**src/rtl/pcie_blk_err_win.sv**
```systemverilog
// Locked-state error window: counts invalid headers per ERR_WIN blocks.
// An error on the wrapping block is counted in the new window.
module pcie_blk_err_win #(
   parameter int ERR_WIN    = 64,
   parameter int ERR_THRESH = 4
) (
   input  logic clk,
   input  logic reset_n,
   input  logic clr,
   input  logic adv,
   input  logic err,
   output logic thresh_hit
);

   localparam int WW = $clog2(ERR_WIN);
   localparam int EW = $clog2(ERR_THRESH + 1);
   localparam logic [WW-1:0] WIN_LAST = WW'(ERR_WIN - 1);
   localparam logic [EW-1:0] ERR_LAST = EW'(ERR_THRESH - 1);

   logic [WW-1:0] win_cnt;
   logic [EW-1:0] err_cnt;
   logic          wrap;

   assign wrap       = (win_cnt == WIN_LAST);
   assign thresh_hit = adv && err && (err_cnt == ERR_LAST);

   always_ff @(posedge clk or negedge reset_n) begin
      if (!reset_n) begin
         win_cnt <= '0;
         err_cnt <= '0;
      end else if (clr || thresh_hit) begin
         win_cnt <= '0;
         err_cnt <= '0;
      end else if (adv) begin
         win_cnt <= wrap ? '0 : win_cnt + 1'b1;
         err_cnt <= wrap ? EW'(err) : err_cnt + EW'(err);
      end
   end

endmodule

```
**config.mk**
```make
export PLATFORM = sky130hd
export DESIGN_NAME = pcie_blk_err_win
export DESIGN_NICKNAME = d
export VERILOG_FILES = /design/src/rtl/pcie_blk_err_win.sv
export SDC_FILE = /design/constraint.sdc
export NUM_CORES = 1
export LEC_CHECK = 0
export BUFFER_PORTS_ARGS = -buffer_cell sky130_fd_sc_hd__buf_2
export CORE_AREA = 4 4 41 43
export DETAILED_ROUTE_END_ITERATION = 10
export DIE_AREA = 0 0 45 47
export SYNTH_ARGS = -nofsm -noshare
export SYNTH_HDL_FRONTEND = slang
export SYNTH_SLANG_ARGS = --single-unit
```
**constraint.sdc**
```tcl
create_clock -name clk -period 1.2 [get_ports clk]
set_input_delay 0.24 -clock clk [delete_from_list [all_inputs] [get_ports clk]]
set_output_delay 0.24 -clock clk [all_outputs]
set_load 0.02 [all_outputs]
```
==> results.py <==
metrics = {
    "detailed_routing": {
        "ant_nets": 0,
        "wirelength_mm": 1.22,
        "wl_per_cell_um": 13.5,
        "route.detailed.drc": 0,
        "route.vias.total": 490,
        "dr.pass1.iters": 4,
        "vias_per_cell": 5.44,
        "drtIter0Drc": 15,
    },
    "timing": {
        "setup_viol": 2,
        "rsz0062_at_grt": "yes",
        "fin_ws_ns": -0.0499,
        "tightestPinTransition_ns": 0.285,
        "fin_crit_sh_pct": 104,
        "max_slew_margin_pct": 81.0,
        "finClkSkew_ns": 0.00608,
        "final_hold_viol_count": 0,
        "clock.fmax_mhz": 800,
        "drv_slew": 0,
        "fin_crit_ns": 1.25,
        "tns_ns": -0.0627,
    },
    "power": {
        "ir_worst_vdd_v": 0.000473,
        "seq_power_share_pct": 48.7,
        "combPwrFrac_pct": 15.4,
        "leakagePower_nw": 0.300,
        "p_sw_share_pct": 25.8,
        "p_sw_mw": 0.171,
        "power_density_mw_per_mm2": 912,
        "p_int_mw": 0.490,
        "clkPwrFrac_pct": 35.9,
        "design_power_total_mw": 0.661,
    },
    "floorplanning": {
        "ioPinCount": 6,
        "core-area_mm2": 0.00130,
        "start_util_pct": 39.5,
        "dieArea_mm2": 0.00212,
        "rows": 13,
        "die_x_um": 45,
        "die_h_um": 47,
    },
    "layout": {
        "instances_no_fill": 90,
        "nFillCells": 120,
        "syn2layout_area_growth_pct": 40.9,
        "multiInputGateArea_um2": 310,
        "antennaDiodeCount": 0,
        "final_core_util_pct": 55.7,
        "drive_gt1_share_pct": 41.3,
        "regArea_um2": 226,
        "nNetsFinal": 84,
    },
    "yosys": {
        "synth-edff-count": 0,
        "synth_area_um2": 514,
        "synthArstFlopShare_pct": 100,
        "synth-main-ff-cell": "dfrtp_1",
        "syn_avg_cell_area_um2": 9.52,
        "synth_cell_types": 22,
        "postSynthCellCount": 54,
        "ys_ff_latch": 9,
        "synth_warnings": 0,
        "syn_nets": 62,
        "seq_area_frac_synth_pct": 43.8,
    },
    "clock_tree": {
        "clock_latency_ns": 0.26,
        "cts_made_buffers": 3,
        "cts_tree": "built",
        "htree_levels": 1,
        "cts_buffer_depth": 2,
        "clk_pin_slew_ns": 0.07,
        "root_buffer": "clkbuf_4",
        "cts.sinks": 9,
    },
    "critical_path": {
        "critical_path_class": "flip-flop to output pin",
        "r2r_slack_ns": -0.01,
        "cp.arrival_ns": 1.01,
        "start_kind": "flip-flop",
        "worst-path-max-fanout": 2,
        "end_kind": "output pin",
        "required_ns": 0.96,
    },
    "global_route": {
        "grt_pass1_wl_mm": 1.99,
        "grt_usage_pct": 13.3,
        "antenna_found_initial": 0,
        "grt_pass1_vias": 441,
        "gr-total-overflow": 0,
        "grt_start_max_net_pins": 10,
    },
    "run": {
        "cap_violations": 0,
    },
    "placed_design": {
        "place_congestion": 0.800,
        "port_buffers": 5,
        "place_inst": 79,
    },
    "worst_hold_path": {
        "hold_class": "input port to asynchronous set/reset pin",
    },
    "run_status": {
        "outcome": "finished, violations left",
        "violations": "negative setup slack",
    },
}
-- sequential cells by signal, summed over array words and instances (netlist names) --
register	cells
win_cnt	6
err_cnt	3
-- timing repair --
action	CTS	global route
pin swaps	1	6
setup buffers	3	3
endpoints found under the hold margin	9	0
hold buffers	1	0
gates resized for setup	4	12
endpoints found under the setup margin	2	8
-- cell usage in the layout, fill, tap and decap left out, drive strengths merged, types with 2 or more instances in the layout --
master  instances
a21oi           5
buf            17
clkbuf          4
dfrtp           9
ha              3
inv             2
nand2           4
nand2b          3
nand3           2
nand4           3
nor2            5
o211ai          2
o21ai           4
xor2            2
-- final cells by class --
cell class | instances | share of cell area (%)
Multi-Input combinational cell | 42 | 42.8
Sequential cell | 9 | 31.3
Timing Repair Buffer | 18 | 18.7
Clock buffer | 4 | 3.63
Tap cell | 15 | 2.59
Inverter | 2 | 1.04
-- final timing paths --
check                                start          to  depth (start not counted)
worst min register to register  win_cnt[5]  win_cnt[5]                          2
worst max-delay path            err_cnt[2]  thresh_hit                          3
min in group clk                       adv  win_cnt[1]                          3
worst min-delay path               reset_n  win_cnt[1]                          2
worst max register to register  err_cnt[0]  err_cnt[1]                          4
max in group asynchronous          reset_n  err_cnt[1]                          2
-- power groups by stage --
stage          combinational [mW]  clock (mW)  sequential (mW)
4_1_cts                    0.0939       0.240            0.321
5_1_grt                     0.115       0.260            0.323
3_5_place_dp               0.0828           0            0.326
2_1_floorplan              0.0414           0            0.328
6_report                    0.102       0.237            0.322
3_3_place_gp               0.0832           0            0.325
-- metrics by stage --
stage / hold WS, ns / setup WS, ns / area (µm²)
floorplan: -0.0556 / 0.00649 / 514
global placement: 0.105 / 0.0186 / 598
detailed placement: 0.105 / -0.0125 / 598
CTS: 0.355 / -0.0483 / 672
global route: 0.380 / -0.0969 / 724
finish: 0.355 / -0.0499 / 724
-- layer usage --
metal	routed length, µm	share of wire, %	GRT usage, %
met1	563	46	17.1
met2	608	50	21.5
met3	38	3.1	3.45
met4	9	0.74	5.26
met5	0	0	0
-- worst max-delay path, cell delays in order (launching register included) --
cell and delay, ns:
dfrtp_1 0.38, nand2b_4 0.15, nor2_4 0.10, buf_6 0.12
-- cell families (layout without fill, tap and decap cells) --
group | Yosys count | after routing | share of synthesized area, %
AND/OR/NAND/NOR | 19 | 19 | 18.3
AO/OA/AOI/OAI | 17 | 17 | 22.9
flip-flops | 9 | 9 | 43.8
adder cells (fa/ha/maj) | 3 | 3 | 7.30
buffers and inverters | 3 | 24 | 2.43
XOR/XNOR | 2 | 2 | 3.41
multiplexers | 1 | 1 | 1.95
-- Yosys cell counts (2+ instances only) --
master	n	area share (%)
xor2_1	2	3.4
o211ai_1	2	2.9
a21oi_1	5	4.9
ha_1	3	7.3
nand4_1	3	3.7
nand2b_1	3	3.7
nand2_1	4	2.9
nand3_1	2	1.9
dfrtp_1	9	44
inv_1	2	1.5
o21ai_0	4	3.9
nor2_1	5	3.7
No activity file was read; power rests on OpenSTA's default activity.
